--- src/rtl/fetch_unit_pkg.sv ---
`default_nettype none
// ============================================================================
// Module      : fetch_unit_pkg
// Description : Shared types and constants for the instruction-fetch stage.
// Revision    : 1.0 - initial release
// ============================================================================
package fetch_unit_pkg;

  typedef enum logic [1:0] {
    FETCH   = 2'd0,
    DELIVER = 2'd1,
    HALT    = 2'd2
  } fetch_state_t;

  localparam logic [31:0] RESET_PC_DEFAULT  = 32'h0000_0000;
  localparam logic [31:0] NOP_INSTR_DEFAULT = 32'h0000_0013;

  function automatic logic is_misaligned(input logic [31:0] addr);
    return addr[1:0] != 2'b00;
  endfunction

endpackage
`default_nettype wire

--- src/rtl/fetch_unit_if.sv ---
`default_nettype none
// ============================================================================
// Module      : fetch_unit_if
// Description : Instruction-memory and decode-side signals of the fetch stage.
// Revision    : 1.0 - initial release
// ============================================================================
interface fetch_unit_if;

  logic        imem_req;
  logic [31:0] imem_addr;
  logic        imem_ready;
  logic [31:0] imem_rdata;
  logic        pc_src;
  logic        jump_type;
  logic [31:0] imm_ext;
  logic [31:0] alu_result;
  logic        flush;
  logic [31:0] instr;
  logic        instr_valid;
  logic        instr_ready;
  logic [31:0] pc_out;
  logic [31:0] pc_plus4;
  logic        fault;

  modport master (
    output imem_req, imem_addr, instr, instr_valid, pc_out, pc_plus4, fault,
    input  imem_ready, imem_rdata, pc_src, jump_type, imm_ext, alu_result,
           flush, instr_ready
  );

  modport slave (
    input  imem_req, imem_addr, instr, instr_valid, pc_out, pc_plus4, fault,
    output imem_ready, imem_rdata, pc_src, jump_type, imm_ext, alu_result,
           flush, instr_ready
  );

endinterface
`default_nettype wire

--- src/rtl/fetch_unit_next_pc_gen.sv ---
`default_nettype none
// ============================================================================
// Module      : next_pc_gen
// Description : Combinational next-PC selection (sequential, JAL/branch, JALR).
// Revision    : 1.0 - initial release
// ============================================================================
module next_pc_gen
  import fetch_unit_pkg::*;
(
  input  logic [31:0] pc,
  input  logic [31:0] imm_ext,
  input  logic [31:0] alu_result,
  input  logic        pc_src,
  input  logic        jump_type,
  output logic [31:0] next_pc,
  output logic        misaligned
);

  logic [31:0] w_target;

  // JALR target drops bit 0 before the alignment check.
  assign w_target   = jump_type ? (alu_result & ~32'h0000_0001) : (pc + imm_ext);
  assign next_pc    = pc_src ? w_target : (pc + 32'd4);
  assign misaligned = pc_src && is_misaligned(w_target);

endmodule
`default_nettype wire

--- src/rtl/fetch_unit.sv ---
`default_nettype none
// ============================================================================
// Module      : fetch_unit
// Description : PC register, fetch FSM and valid/ready output register.
// Revision    : 1.0 - initial release
// ============================================================================
module fetch_unit
  import fetch_unit_pkg::*;
#(
  parameter logic [31:0] RESET_PC  = RESET_PC_DEFAULT,
  parameter logic [31:0] NOP_INSTR = NOP_INSTR_DEFAULT
) (
  input  logic          clk,
  input  logic          rst_n,
  fetch_unit_if.master  bus
);

  fetch_state_t r_state;
  logic [31:0]  r_pc;
  logic [31:0]  r_instr;
  logic         r_valid;
  logic         r_fault;
  logic [31:0]  w_next_pc;
  logic         w_misaligned;

  next_pc_gen u_next_pc_gen (
    .pc         (r_pc),
    .imm_ext    (bus.imm_ext),
    .alu_result (bus.alu_result),
    .pc_src     (bus.pc_src),
    .jump_type  (bus.jump_type),
    .next_pc    (w_next_pc),
    .misaligned (w_misaligned)
  );

  always_ff @(posedge clk or negedge rst_n) begin
    if (!rst_n) begin
      r_state <= FETCH;
      r_pc    <= RESET_PC;
      r_instr <= NOP_INSTR;
      r_valid <= 1'b0;
      r_fault <= 1'b0;
    end else begin
      case (r_state)
        FETCH: begin
          // A flush coinciding with imem_ready drops the data and re-requests.
          if (bus.flush) begin
            r_valid <= 1'b0;
            r_instr <= NOP_INSTR;
          end else if (bus.imem_ready) begin
            r_instr <= bus.imem_rdata;
            r_valid <= 1'b1;
            r_state <= DELIVER;
          end
        end
        DELIVER: begin
          if (bus.flush) begin
            r_valid <= 1'b0;
            r_instr <= NOP_INSTR;
            r_state <= FETCH;
          end else if (bus.instr_ready) begin
            r_valid <= 1'b0;
            r_instr <= NOP_INSTR;
            if (w_misaligned) begin
              r_fault <= 1'b1;
              r_state <= HALT;
            end else begin
              r_pc    <= w_next_pc;
              r_state <= FETCH;
            end
          end
        end
        HALT: begin
          r_valid <= 1'b0;
          r_fault <= 1'b1;
        end
        default: begin
          r_state <= FETCH;
        end
      endcase
    end
  end

  // Gated by rst_n so the request drops the instant reset asserts.
  assign bus.imem_req    = rst_n && (r_state == FETCH);
  assign bus.imem_addr   = r_pc;
  assign bus.instr       = r_instr;
  assign bus.instr_valid = r_valid;
  assign bus.pc_out      = r_pc;
  assign bus.pc_plus4    = r_pc + 32'd4;
  assign bus.fault       = r_fault;

endmodule
`default_nettype wire

--- src/flat_wrapper.sv ---
// flat-port wrapper written by rule: the top's interface ports become plain ports
module fetch_unit_flat import fetch_unit_pkg::*;
#(
  parameter logic [31:0] RESET_PC  = RESET_PC_DEFAULT,
  parameter logic [31:0] NOP_INSTR = NOP_INSTR_DEFAULT
)
  (clk, rst_n, bus_imem_req, bus_imem_addr, bus_instr, bus_instr_valid, bus_pc_out, bus_pc_plus4, bus_fault, bus_imem_ready, bus_imem_rdata, bus_pc_src, bus_jump_type, bus_imm_ext, bus_alu_result, bus_flush, bus_instr_ready);
  fetch_unit_if bus_i ();
  input  logic clk;
  input  logic rst_n;
  output wire logic [$bits(bus_i.imem_req)-1:0] bus_imem_req;
  output wire logic [$bits(bus_i.imem_addr)-1:0] bus_imem_addr;
  output wire logic [$bits(bus_i.instr)-1:0] bus_instr;
  output wire logic [$bits(bus_i.instr_valid)-1:0] bus_instr_valid;
  output wire logic [$bits(bus_i.pc_out)-1:0] bus_pc_out;
  output wire logic [$bits(bus_i.pc_plus4)-1:0] bus_pc_plus4;
  output wire logic [$bits(bus_i.fault)-1:0] bus_fault;
  input wire logic [$bits(bus_i.imem_ready)-1:0] bus_imem_ready;
  input wire logic [$bits(bus_i.imem_rdata)-1:0] bus_imem_rdata;
  input wire logic [$bits(bus_i.pc_src)-1:0] bus_pc_src;
  input wire logic [$bits(bus_i.jump_type)-1:0] bus_jump_type;
  input wire logic [$bits(bus_i.imm_ext)-1:0] bus_imm_ext;
  input wire logic [$bits(bus_i.alu_result)-1:0] bus_alu_result;
  input wire logic [$bits(bus_i.flush)-1:0] bus_flush;
  input wire logic [$bits(bus_i.instr_ready)-1:0] bus_instr_ready;
  assign bus_imem_req = bus_i.imem_req;
  assign bus_imem_addr = bus_i.imem_addr;
  assign bus_instr = bus_i.instr;
  assign bus_instr_valid = bus_i.instr_valid;
  assign bus_pc_out = bus_i.pc_out;
  assign bus_pc_plus4 = bus_i.pc_plus4;
  assign bus_fault = bus_i.fault;
  assign bus_i.imem_ready = bus_imem_ready;
  assign bus_i.imem_rdata = bus_imem_rdata;
  assign bus_i.pc_src = bus_pc_src;
  assign bus_i.jump_type = bus_jump_type;
  assign bus_i.imm_ext = bus_imm_ext;
  assign bus_i.alu_result = bus_alu_result;
  assign bus_i.flush = bus_flush;
  assign bus_i.instr_ready = bus_instr_ready;
  fetch_unit #(.RESET_PC(RESET_PC), .NOP_INSTR(NOP_INSTR)) u_core (.clk(clk), .rst_n(rst_n), .bus(bus_i));
endmodule
--- config.mk ---
export PLATFORM = sky130hd
export DESIGN_NAME = fetch_unit_flat
export DESIGN_NICKNAME = d
export VERILOG_FILES = /design/src/rtl/fetch_unit_pkg.sv /design/src/rtl/fetch_unit_if.sv /design/src/rtl/fetch_unit_next_pc_gen.sv /design/src/rtl/fetch_unit.sv /design/src/flat_wrapper.sv
export SDC_FILE = /design/constraint.sdc
export NUM_CORES = 1
export LEC_CHECK = 0
export CORE_ASPECT_RATIO = 1.5
export CORE_MARGIN = 2
export CORE_UTILIZATION = 46
export DETAILED_ROUTE_END_ITERATION = 8
export PLACE_DENSITY = 0.88
export SETUP_SLACK_MARGIN = 0.02
export SLEW_MARGIN = 20
export SYNTH_ARGS = -nofsm -noshare
export SYNTH_HDL_FRONTEND = slang
export SYNTH_SLANG_ARGS = --single-unit
--- constraint.sdc ---
create_clock -name clk -period 3.3 [get_ports clk]
set_clock_uncertainty 0.1 [all_clocks]
set_input_delay 0.66 -clock clk [delete_from_list [all_inputs] [get_ports clk]]
set_output_delay 0.66 -clock clk [all_outputs]
set_load 0.05 [all_outputs]
Yosys cells after proc, flatten, opt, wreduce, memory -nomap -nowiden
Cells that the tools add are included.
W data, S select, Z words.
- register bits after elaboration: 68
- latch bits: 0
- memory bits (writable): 0
- memory bits (read-only): 0
- input bits: 103
- memories kept: 0
- $add $sub $neg: 2
- multipliers: 0
- div/mod/pow operators: 0
- $lt $le $gt $ge: 0
- equality and inequality tests: 9
- shifts and indexed selects: 0
- muxes and demuxes: 22
- bitwise gates (word level): 3
- reduce and logical (&&, ||, !) cells: 12
- operators by type and width (cell ; count):
    $mux W32 ; 6
    $pmux W32 S2 ; 1
    $add A32 B3 Y32 const B ; 1
    $add A32 B32 Y32 ; 1
    $reduce_and A4 Y1 ; 3
    $mux W2 ; 5
    $ne A2 B2 Y1 const B ; 5
    $mux W1 ; 7
    $ne A3 B3 Y1 const B ; 2
    $pmux W2 S3 ; 1
    $reduce_and A3 Y1 ; 2
    $reduce_bool A2 Y1 ; 3
    $not A1 Y1 ; 3
    $pmux W1 S3 ; 1
    $reduce_bool A3 Y1 ; 1
    $eq A2 B1 Y1 const B ; 1
    $eq A2 B2 Y1 const B ; 1
    $logic_and A1 B1 Y1 ; 2
    $logic_not A2 Y1 ; 1
    $pmux W1 S2 ; 1

Logic depth before layout (Yosys ltp)
- depth after elaboration: 8
- mapped depth: 11
- depth with buffers taken out: 10

Modules after synthesis
A second synthesis with hierarchy kept.
- cell total of the unflattened synthesis: 815
- area total of the unflattened synthesis: 6655.1 µm²
- modules (own cells, without submodules) (module ; times used ; cells an instance ; area an instance (µm²) ; seq. area each (µm²)):
    fetch_unit ; 1 ; 360 ; 3701.0 ; 1705.4
    next_pc_gen ; 1 ; 455 ; 2954.1 ; 0.0

Least setup slack after synthesis
Ideal clock, no wire load.
- path type: flip-flop to output port
- from: register u_core.r_pc[3] (netlist: u_core.bus.imem_addr[3])
- to: output bus_pc_plus4[26]
- arrival: 2.839 ns
- required time: 2.540 ns
- setup slack: -0.299 ns
- cell stages (with the launch flop): 6
- path through: dfrtp_1 > ha_1 > and4_1 > nand4_2 > or3_1 > xnor2_1
- word-level cells in the longest chain between the ends: 1
- RTL lines (item ; RTL line ; RTL):
    start, declared ; fetch_unit.sv:19 ; logic [31:0] r_pc;
    start signal, assigned ; fetch_unit.sv:68 ; r_pc <= w_next_pc;
    $add A32 B3 Y32 ; fetch_unit.sv:90 ; assign bus.pc_plus4 = r_pc + 32'd4;
    end, declared ; flat_wrapper.sv:16 ; output wire logic [$bits(bus_i.pc_plus4)-1:0] bus_pc_plus4;
No other way between the ends.

Worst setup path in the final report
- from: register u_core.r_pc[18] (netlist: u_core.bus.imem_addr[18])
- to: output bus_pc_plus4[29]
Same word-level chain as after synthesis.

==> metrics list <==
- M1 GR Usage: 0.367
- After the last flow step, the layout net total stands at roughly 1200.
* Hold violation total from the final report: 0
- The number of placed instances, taps included, is 1214.
- Cell breakdown of the critical path: and4_1, nand4_1, or4_4, xnor2_2, buf_12
* Critical Path RT: between 2 and 3 ns
* Number of clock sinks: 68
- The largest single stage delay on the critical path is 0.62 ns.
* Critical-path top delay cell: sky130_fd_sc_hd__or4_4
- Boundary pin count: 234
* Warning count from the yosys run: 0
- Compared with the post-synthesis result, the final layout area differs by 57.9%.
- Half-perimeter wire length after detailed placement: 18500 µm
* Max H-tree Level: 3
- The placed instances occupy a cell area of 9340 µm².
- The floorplan has 51 rows.
* R2R depth: 8
- Setup repair after global routing could not meet its margin everywhere.
- Worst endpoint data arrival time: 2.44 ns
- Post-route non-filler standard cell count: approximately 1200
* Fin area: 9740 µm²
- Mapped Avg Cell Area: 7.80 µm²
- Peak VDD IR: 0.750 mV
* Final weighted congestion in routability-driven placement: roughly 0.95
- From bottom edge to top edge, the die measures ~150 µm.
- In the global route stage, met2 resource usage came out at 0.574.
- Post-DRT Antenna Nets: 0
- Dividing the final minimum period by the clock period gives 0.970.
* Share of synthesized registers carrying an async set or reset: 1.00
- Maximum fanout count along the critical path: 7
- Most Used Layer, Global Route: met2
- In this run, synthesis inferred 0 flip-flops with an integrated enable.
- Of the cells placed in the final design, the portion with a size suffix greater than 1 is 0.187.
- Most frequent standard cell in the layout excluding fill and tap cells: sky130_fd_sc_hd__clkdlybuf4s50_1
- Clock Path Buffers: 2
- Residual DRC count: 0
- The run finished with clean final reports.
- The final count of pins violating max slew is 0.
- Total leakage power: 0.00418 µW
- Max Clk Rate: 312 MHz
- Capturing element type of the critical path: primary output
* Routing usage on met3: 0.0644
- For this run, the total global-route usage over all layers was measured as 0.326.
* Headroom to the max-slew limit: 0.364
- On the final layout, the worst hold slack is approximately 0.37 ns.
- Transition time of the tightest slew-check pin: 0.955 ns
* Vias in the first global route: 7397
- Initial antenna violation count: 1
- Sequential share of the synthesized area: 0.277
* Top_reg_cell synth: sky130_fd_sc_hd__dfrtp_1
* Unique masters post-synth: just over 80
* Clk Tree Root Cell: sky130_fd_sc_hd__clkbuf_16
- The clock period could shrink to 3.20 ns.
- Initial Util: 0.474
- Element type at the critical path start: flop
* Clock buffers created by TritonCTS: 9
- Type of the most critical hold path: flop to flop
* TritonCTS clock tree: yes
* Placeable Area: 13000 µm²
- In the final routed layout, each cell accounts on average for ~19 µm.
* Clk pin slew, worst setup/hold paths: 0.06 ns
- Leaving out fill and tap cells, the most frequent cells in the layout are 205 x sky130_fd_sc_hd__clkdlybuf4s50_1, 123 x sky130_fd_sc_hd__nand2_1, 115 x sky130_fd_sc_hd__buf_4, 76 x sky130_fd_sc_hd__o21ai_0, 64 x sky130_fd_sc_hd__dfrtp_1.
* Classification of the worst setup path: flop to primary output
- Summed instance area of the synthesized netlist: 6170 µm²
- The number of hold buffers added after CTS was 0.
* Sum of routed wire length over all layers: 23800 µm
* Total of max-cap violations: 0
* Number of detailed-routing iterations run before antenna repair: 5
- Buffers on Ports: 232
- Number of instances on the worst hold path: 2
- Number of nets in the synthesized netlist: 931
- Synthesis produced 791 cells.
* Global-route wire length before repair: 37600 µm
- Setup violations remaining at the end of the flow were counted as 0.
- In this run, the number of DRC markers left after iteration 0 of detailed routing was 481.
- The floorplan step set the die width to slightly below 100 µm.
* Clock latency on the worst-skew pair: 0.33 ns
- Power per unit of standard cell area: ~1100 nW/µm²
* Flip-flop and latch count after synthesis: 68
* Overflow after GRT: 0
- Vias per cell: 5.93
- Full die area: 14400 µm²
* Largest net degree at the start of global routing: 69
- The detailed router placed 7312 vias in this run.
==> registers in the layout (all words and copies together) (netlist names) <==
signal,count
u_core.bus.instr_valid,1
u_core.r_state,2
u_core.bus.imem_addr,32
u_core.bus.fault,1
u_core.bus.instr,32
==> stage by stage <==
stage / total power [µW] / util / TNS, ns / worst slack, ns
floorplan: 6640 / - / 0 / 0.0202
global placement: 9330 / 0.717 / -3.10 / -0.346
detailed placement: 9400 / 0.717 / -3.61 / -0.425
CTS: 10500 / 0.743 / 0 / 0.0326
global route: 11200 / 0.748 / -0.00625 / -0.00625
finish: 10600 / 0.748 / 0 / 0.0989
==> logic make-up (layout without fill, tap and decap cells) <==
group | after synthesis | count (layout) | share of synthesized area
simple gates | 296 | 296 | 0.232
compound gates | 238 | 238 | 0.252
buf+inv | 96 | 378 | 0.0818
flops | 68 | 68 | 0.277
xor+xnor | 47 | 47 | 0.0667
fa+ha+maj | 37 | 37 | 0.0763
mux | 9 | 9 | 0.0148
other cells | 0 | 1 | 0
==> synth_stat cells (6+ instances only) <==
cell | n | area (µm²)
sky130_fd_sc_hd__a211oi_1 | 6 | 45.0
sky130_fd_sc_hd__a21o_1 | 19 | 143
sky130_fd_sc_hd__a21oi_1 | 50 | 250
sky130_fd_sc_hd__a221o_1 | 6 | 60.1
sky130_fd_sc_hd__a31oi_1 | 7 | 43.8
sky130_fd_sc_hd__and3_1 | 7 | 43.8
sky130_fd_sc_hd__buf_1 | 6 | 22.5
sky130_fd_sc_hd__buf_2 | 9 | 45.0
sky130_fd_sc_hd__buf_4 | 35 | 263
sky130_fd_sc_hd__clkbuf_1 | 24 | 90.1
sky130_fd_sc_hd__dfrtp_1 | 65 | 1630
sky130_fd_sc_hd__ha_1 | 36 | 450
sky130_fd_sc_hd__inv_1 | 20 | 75.1
sky130_fd_sc_hd__mux2i_1 | 8 | 80.1
sky130_fd_sc_hd__nand2_1 | 123 | 462
sky130_fd_sc_hd__nand3_1 | 26 | 130
sky130_fd_sc_hd__nand4_1 | 12 | 75.1
sky130_fd_sc_hd__nor2_1 | 49 | 184
sky130_fd_sc_hd__nor3_1 | 24 | 120
sky130_fd_sc_hd__nor4_1 | 9 | 56.3
sky130_fd_sc_hd__o211ai_1 | 9 | 67.6
sky130_fd_sc_hd__o21ai_0 | 76 | 380
sky130_fd_sc_hd__o22ai_1 | 7 | 43.8
sky130_fd_sc_hd__xnor2_1 | 27 | 236
sky130_fd_sc_hd__xor2_1 | 20 | 175
==> where the power goes <==
part           leakage, µW  total [µW]  internal [µW]  switching, µW
clock             0.000149        1060            663            399
sequential        0.000849        1520           1190            332
combinational      0.00319        8030           3030           5000
total              0.00418       10600           4880           5740
==> routing by layer <==
metal  routed length, µm  up-vias
met4                1330        0
met1                8340     3429
met5                   0        -
met2               12100      414
li1                    -     3385
met3                2010       84
==> worst max-delay path: cells and delay by family, from the launching register on <==
kind / cells / cell delay [ns]
xor+xnor: 1 / 0.21
flops: 1 / 0.47
buf+inv: 1 / 0.16
simple gates: 3 / 1.26
==> final timing paths <==
kind | startpoint | end | slack, ns
setup / recovery | u_core.bus.imem_addr[18] | bus_pc_plus4[29] | 0.1
hold / removal | u_core.bus.instr[18] | u_core.bus.instr[18] | 0.37
setup reg to reg | u_core.bus.imem_addr[22] | u_core.bus.imem_addr[31] | 0.42
hold reg to reg | u_core.bus.instr[18] | u_core.bus.instr[18] | 0.37
max in group asynchronous | rst_n | u_core.bus.imem_addr[4] | 1.95
min in group asynchronous | rst_n | u_core.bus.imem_addr[29] | 0.46
==> what timing repair did <==
action	in CTS	in global routing
gates resized for setup	3	8
setup buffers	0	2
endpoints found under the setup margin	7	16
pin swaps	1	2
==> cell type report <==
class                   count  area (µm²)
well taps                 159         199
clock inverters             6        88.8
repair buffers            341        3320
fillers                   952        3280
flip-flops and latches     68        1710
clock buffers              10         229
multi-input cells         627        4110
diodes                      1        2.50
inverters                  21        78.8
Note: power is estimated with default switching activity, not from simulation.
